## src/rtl/bcd_pkg.sv

```systemverilog
// Shared widths, digit type and range check for the binary-to-BCD converter.
package bcd_pkg;

   localparam int BCD_BIN_W  = 12;
   localparam int BCD_DIGITS = 4;

   typedef logic [3:0] bcd_digit_t;

   // True when DIGITS decimal digits can hold every BIN_W-bit value.
   function automatic bit bcd_range_ok(input int bin_w, input int digits);
      longint unsigned p10;
      longint unsigned max_v;
      p10 = 1;
      for (int i = 0; i < digits; i++) p10 = p10 * 10;
      max_v = (64'd1 << bin_w) - 64'd1;
      return p10 > max_v;
   endfunction

endpackage

```

## src/rtl/bin_to_bcd_core.sv

```systemverilog
// Combinational double-dabble (shift-add-3) binary-to-BCD core.
module bin_to_bcd_core
   import bcd_pkg::*;
#(
   parameter int BIN_W  = BCD_BIN_W,
   parameter int DIGITS = BCD_DIGITS
) (
   input  logic [BIN_W-1:0]    i_bin,
   output logic [4*DIGITS-1:0] o_bcd
);

   logic [4*DIGITS-1:0] bcd;
   bcd_digit_t          dig;

   always_comb begin
      bcd = '0;
      dig = '0;
      for (int i = BIN_W - 1; i >= 0; i--) begin
         for (int d = 0; d < DIGITS; d++) begin
            dig = bcd[4*d +: 4];
            if (dig >= 4'd5) bcd[4*d +: 4] = dig + 4'd3;
         end
         bcd = {bcd[4*DIGITS-2:0], i_bin[i]};
      end
      o_bcd = bcd;
   end

endmodule

```

## src/rtl/bin_to_bcd.sv

```systemverilog
// Registered binary-to-BCD converter with optional leading-zero blank flags.
// Blank flags are generated only when BIN_TO_BCD_BLANK_EN is defined.
module bin_to_bcd
   import bcd_pkg::*;
#(
   parameter int BIN_W  = BCD_BIN_W,
   parameter int DIGITS = BCD_DIGITS
) (
   input  logic                clk,
   input  logic                rst,
   input  logic                i_valid,
   input  logic [BIN_W-1:0]    i_bin,
   output logic                o_valid,
   output logic [4*DIGITS-1:0] o_bcd,
   output logic [DIGITS-1:0]   o_blank
);

   if (!bcd_range_ok(BIN_W, DIGITS)) begin : g_range_bad
      $error("bin_to_bcd: DIGITS too small for BIN_W");
   end

   logic [4*DIGITS-1:0] conv;
   logic [4*DIGITS-1:0] bcd_d, bcd_q;
   logic                valid_d, valid_q;

   bin_to_bcd_core #(
      .BIN_W  (BIN_W),
      .DIGITS (DIGITS)
   ) u_core (
      .i_bin (i_bin),
      .o_bcd (conv)
   );

   always_comb begin
      bcd_d   = bcd_q;
      valid_d = i_valid;
      if (i_valid) bcd_d = conv;
   end

   always_ff @(posedge clk) begin
      if (rst) begin
         bcd_q   <= '0;
         valid_q <= 1'b0;
      end else begin
         bcd_q   <= bcd_d;
         valid_q <= valid_d;
      end
   end

   assign o_bcd   = bcd_q;
   assign o_valid = valid_q;

`ifdef BIN_TO_BCD_BLANK_EN
   logic [DIGITS-1:0] blank_d, blank_q;
   logic              zero_above;

   // Scan from the top digit down; digit 0 is never blanked.
   always_comb begin
      blank_d    = blank_q;
      zero_above = 1'b1;
      if (i_valid) begin
         blank_d = '0;
         for (int k = DIGITS - 1; k > 0; k--) begin
            zero_above = zero_above & (conv[4*k +: 4] == 4'd0);
            blank_d[k] = zero_above;
         end
      end
   end

   always_ff @(posedge clk) begin
      if (rst) blank_q <= '0;
      else     blank_q <= blank_d;
   end

   assign o_blank = blank_q;
`else
   assign o_blank = '0;
`endif

endmodule

```

## config.mk

```make
export PLATFORM = sky130hd
export DESIGN_NAME = bin_to_bcd
export DESIGN_NICKNAME = d
export VERILOG_FILES = /design/src/rtl/bcd_pkg.sv /design/src/rtl/bin_to_bcd_core.sv /design/src/rtl/bin_to_bcd.sv
export SDC_FILE = /design/constraint.sdc
export NUM_CORES = 1
export LEC_CHECK = 0
export CAP_MARGIN = 20
export CORE_MARGIN = 2
export CORE_UTILIZATION = 40
export DETAILED_ROUTE_END_ITERATION = 8
export HOLD_SLACK_MARGIN = 0.05
export PLACE_DENSITY_LB_ADDON = 0.25
export SLEW_MARGIN = 20
export SYNTH_ARGS = -nofsm -noshare
export SYNTH_HDL_FRONTEND = slang
export SYNTH_SLANG_ARGS = --single-unit
```

## constraint.sdc

```tcl
create_clock -name clk -period 22.3 [get_ports clk]
set_clock_uncertainty 0.05 [all_clocks]
set_input_delay 5.575 -clock clk [delete_from_list [all_inputs] [get_ports clk]]
set_output_delay 5.575 -clock clk [all_outputs]
set_load 0.005 [all_outputs]
```

==> Word level (Yosys, flattened, before mapping) <==
Index checks and enable logic that the tools add are counted.
{ "word_totals": {"rom_bits": 0, "latchBits": 0, "ff_bits": 16, "out_inout_bits": 21, "mem_bits_rw": 0, "memories": 0} }
{ "classes": {"shift": 0, "div": 0, "magnitude_cmp": 18, "mux": 18, "addsub": 18, "reduce_logical": 0, "eq_ne": 0, "n_bitwise": 0, "multipliers": 0} }
{ "op_table": {"columns": ["op", "count"], "rows": [
  ["$mux W4", 18],
  ["$add A4 B2 Y4 const B", 15],
  ["$ge A4 B3 Y1 const B", 15],
  ["$add A3 B2 Y4 const B", 3],
  ["$ge A3 B3 Y1 const B", 3]
]} }

==> Longest topological paths before layout <==
{ "logic_depth": {"ltp_word": 18, "mapped_depth": 40} }

==> Cells and area by module <==
From an unflattened synthesis, not the netlist that was laid out.
{ "hier_totals": {"cells_unflattened": 481, "hier_area_um2": 3449.6} }
{ "by_module_without_submodules": {"columns": ["mod", "area_per_inst_um2", "seq_area_each_um2", "n_inst", "cells_per_inst"], "rows": [
  ["bin_to_bcd_core", 2807.7, 0.0, 1, 422],
  ["bin_to_bcd", 641.9, 340.3, 1, 59]
]} }

==> Worst setup path after synthesis <==
No wires, ideal clock.
{ "synth_path": {"kind": "input to register", "start": "input i_bin[10]", "end": "register bcd_q[8], in the netlist o_bcd[8]", "arrival_time_ns": 13.619, "t_required_ns": 22.155, "stages": 39, "path_slack_ns": 8.535, "path_cell_list": "buf_6 -> inv_1 -> ha_1 -> o21ai_0 -> xnor2_1 -> ha_1 -> nand2b_1 -> a32oi_2 -> xnor2_1 -> inv_1 -> ha_1 -> inv_1 -> nor2_1 -> nor4_1 -> nor2_1 -> inv_1 -> ha_1 -> nor4_1 -> [3 not listed] -> inv_1 -> ha_1 -> or3_1 -> a21o_1 -> a21oi_1 -> ha_1 -> a31o_2 -> o311ai_4 -> buf_6 -> a31oi_1 -> a41o_1 -> ha_1 -> o21bai_1 -> maj3_1 -> a211oi_1 -> mux2_4 -> or4_1 -> o311ai_1"} }
{ "synth_via": {"elab_chain_len": 18} }
{ "synth_lines": {"columns": ["element", "line", "rtl"], "rows": [
  ["from (decl)", "bin_to_bcd.sv:12", "input logic [BIN_W-1:0] i_bin,"],
  ["$add A3 B2 Y4 / $ge A3 B3 Y1 (equally long branches)", "bin_to_bcd_core.sv:21", "if (dig >= 4'd5) bcd[4*d +: 4] = dig + 4'd3;"],
  ["$mux W4 *", "bin_to_bcd_core.sv:21", null],
  ["$add A4 B2 Y4 / $ge A4 B3 Y1 (equally long branches)", "bin_to_bcd_core.sv:21", null],
  ["$mux W4", "bin_to_bcd_core.sv:21", null],
  ["$ge A4 B3 Y1 / $add A4 B2 Y4 (equally long branches)", "bin_to_bcd_core.sv:21", null],
  ["$mux W4", "bin_to_bcd_core.sv:21", null],
  ["$add A4 B2 Y4 (tied with other cells)", "bin_to_bcd_core.sv:21", null],
  ["$mux W4", "bin_to_bcd_core.sv:21", null],
  ["[2 not listed]", null, null],
  ["$add A4 B2 Y4 / $ge A4 B3 Y1 (equally long branches)", "bin_to_bcd_core.sv:21", null],
  ["$mux W4", "bin_to_bcd_core.sv:21", null],
  ["$add A4 B2 Y4 / $ge A4 B3 Y1 (equally long branches)", "bin_to_bcd_core.sv:21", null],
  ["$mux W4", "bin_to_bcd_core.sv:21", null],
  ["$add A4 B2 Y4 / $ge A4 B3 Y1 (equally long branches)", "bin_to_bcd_core.sv:21", null],
  ["$mux W4", "bin_to_bcd_core.sv:21", null],
  ["$add A4 B2 Y4 / $ge A4 B3 Y1 (equally long branches)", "bin_to_bcd_core.sv:21", null],
  ["$mux W4 *", "bin_to_bcd_core.sv:21", null],
  ["to (signal assigned)", "bin_to_bcd.sv:42", "bcd_q <= '0;"],
  ["to (signal assigned)", "bin_to_bcd.sv:45", "bcd_q <= bcd_d;"],
  ["to (decl)", "bin_to_bcd.sv:23", "logic [4*DIGITS-1:0] bcd_d, bcd_q;"]
]} }
Every way passes the cells marked *; elsewhere a longest branch is shown, timed or not.
A chain may end at the register's enable or synchronous reset.

==> Final worst setup path <==
Same ends and word-level chain as after synthesis.

==> results.json <==
{
  "synth-edff-count": 0,
  "max_cap_violations": 0,
  "final_area_mm2": 0.00376,
  "utilization": 0.455,
  "relSlewSlack": 0.394,
  "first_iter_violations": 210,
  "crit_path_end_kind": "flip-flop",
  "yosysSeqAreaShare": 0.0931,
  "antenna_cells": 0,
  "row_count": 33,
  "start_kind": "primary input",
  "slowest_stage": "clkdlybuf4s50_1",
  "drive_above_1_share": 0.0890,
  "postRouteAntennaNets": 0,
  "synth-seq-cells": 16,
  "yosysWarnings": 0,
  "cts_tree": "built",
  "dr.pass1.iters": 5,
  "arrival_ps": 15190,
  "dieArea_mm2": 0.00936,
  "initial_core_util": 0.417,
  "cts_buffers": 3,
  "period_needed_ps": 15100,
  "viasPerCell": 6.19,
  "grt.overflow.total": 0,
  "p_leak_uw": 0.00144,
  "finalHoldViolations": 0,
  "syn_avg_cell_area_um2": 7.21,
  "grt_max_degree": 24,
  "synthToLayoutAreaGrowth_pct": 9.31,
  "yosysUniqueCellTypes": 95,
  "placed_area_mm2": 0.00372,
  "clk_latency_ps": 240,
  "final_nets": 514,
  "grt_setup_unrepaired": "false",
  "coreArea_mm2": 0.00826,
  "cts_hold_buf": 0,
  "synth_cells": 477,
  "vias": 3642,
  "worst_slew_pin_slew_ps": 907,
  "cts-root-buf": "clkbuf_8",
  "setup_viol_count_final": 0,
  "cp_num_buf_inv": 6,
  "detail_route.wl_per_cell_um": 14.7,
  "crit_family": "compound AO/OA/AOI/OAI gates",
  "ir_drop_mv": 0.0476,
  "htree_levels": 1,
  "drv_slew": 0,
  "die_y_um": 96.7,
  "die_w_um": 96.7,
  "post_cts_resized": 0,
  "clk_pin_slew_ps": 60,
  "min_path_type": "flip-flop to flip-flop",
  "p_per_area_mw_per_mm2": 123,
  "critPathMaxStageDelay_ps": 610,
  "grt_pass1_wl_um": 15100,
  "setup_tns_ps": 0,
  "wl_um": 8670,
  "async_flop_share": 0,
  "grt_usage": 0.179,
  "fmax_mhz": 66.2,
  "worst_path_most_repeated_cell": "ha_1",
  "io_pins": 36,
  "synth_top_cell_by_area": "dfxtp_1",
  "cp_max_fo": 8,
  "antenna_found_initial": 0,
  "gp_congestion": 0.867,
  "period_share": 0.677,
  "clock_path_buffers": 2,
  "portBuffers": 30,
  "cts_setup_buffers": 0,
  "yosysTopAreaCellShare": 0.0931,
  "synthTopCellsByArea": "dfxtp_1, nand2_1, ha_1",
  "status": "finished clean",
  "worstSetupPathType": "primary input to flip-flop",
  "synth_flop_cell": "dfxtp_1",
  "syn_area_mm2": 0.00344,
  "cts.sink_count": 16,
  "critPathRequiredTime_ps": 22390,
  "drc": 0,
  "grt_pass1_vias": 3352,
  "place_hpwl_um": 6710
}
==> through the flow <==
step           total power [uW]  setup slack (ps)  instances  hold slack, ps
3_3_place_gp                430              7530        585             394
6_report                    463              7200        588             399
2_1_floorplan               367              8540        481             389
5_1_grt                     512              6420        588             452
4_1_cts                     461              7290        588             407
3_5_place_dp                438              7080        585             398
==> registers in the layout (all words and copies together), names as in the netlist <==
register,cells
o_valid,1
o_bcd,15
==> cells in the mapped netlist, drive strengths merged, types with 11 or more instances <==
cell type / count
nand3: 14
nor3: 14
a21oi: 24
a211oi: 13
dfxtp: 16
ha: 14
nand2: 47
nand2b: 11
buf: 11
mux2i: 14
inv: 23
nor2: 40
clkbuf: 21
o21ai: 29
==> layout by cell type, fill, tap and decap left out, drive strengths merged, types with 5 or more instances in the layout <==
| cell | n |
|---|---|
| a211o | 9 |
| a211oi | 13 |
| a21o | 6 |
| a21oi | 24 |
| a311oi | 5 |
| a31o | 5 |
| a31oi | 10 |
| and2 | 7 |
| clkdlybuf4s50 | 30 |
| conb | 5 |
| dfxtp | 16 |
| ha | 14 |
| inv | 23 |
| mux2 | 10 |
| mux2i | 14 |
| nand2 | 47 |
| nand2b | 11 |
| nand3 | 14 |
| nand4 | 10 |
| nor2 | 40 |
| nor2b | 5 |
| nor3 | 14 |
| nor4 | 5 |
| o211ai | 9 |
| o21ai | 29 |
| o22ai | 6 |
| o31ai | 5 |
| or2 | 6 |
| xnor2 | 8 |
==> metal layers <==
layer / vias up / track usage / share of wire
met2: 64 / 0.314 / 0.48
met5: - / 0 / 0
met1: 1727 / 0.248 / 0.50
met4: 0 / 0.0152 / 0
li1: 1851 / - / -
met3: 0 / 0.0181 / 0.024
==> worst register-to-register path, stage by stage, from the launching register on <==
cell and delay, ps:
dfxtp_1 310, nand2_1 70, o41ai_2 70, a31o_1 190
==> final cells by class <==
cell class | count | area [um2]
Sequential cell | 16 | 320
Timing Repair Buffer | 31 | 308
Tap cell | 105 | 131
Multi-Input combinational cell | 408 | 2860
Clock buffer | 3 | 41.3
Fill cell | 855 | 4500
Inverter | 25 | 96.3
==> path summary, 6_finish.rpt <==
path	depth (start not counted)	slack, ps	end	startpoint
worst min register to register	2	400	o_bcd[4]$_SDFFE_PP0P_	o_bcd[4]$_SDFFE_PP0P_
worst min-delay path	2	400	o_bcd[4]$_SDFFE_PP0P_	o_bcd[4]$_SDFFE_PP0P_
worst max-delay path	38	7200	o_bcd[8]$_SDFFE_PP0P_	i_bin[10]
worst max register to register	3	21510	o_bcd[10]$_SDFFE_PP0P_	o_bcd[10]$_SDFFE_PP0P_
==> power by group <==
part           internal [uW]  switching, uW  total [uW]
Clock                   11.9           8.75        20.7
Sequential              35.6           2.94        38.5
Combinational            167            237         403
==> logic make-up (layout without fill, tap and decap cells) <==
kind of cell               count (synthesis)  after routing  share of synthesized area
AOI/OAI and AO/OA                        178            178                      0.407
and+or+nand+nor                          176            176                      0.258
adders and majority gates                 16             16                     0.0567
DFF                                       16             16                     0.0931
buffers and inverters                     57             59                     0.0789
other                                      1              5                    0.00109
xor gates and xnor gates                   9              9                     0.0273
muxes                                     24             24                     0.0778
Power figures use the tool's default switching activity.
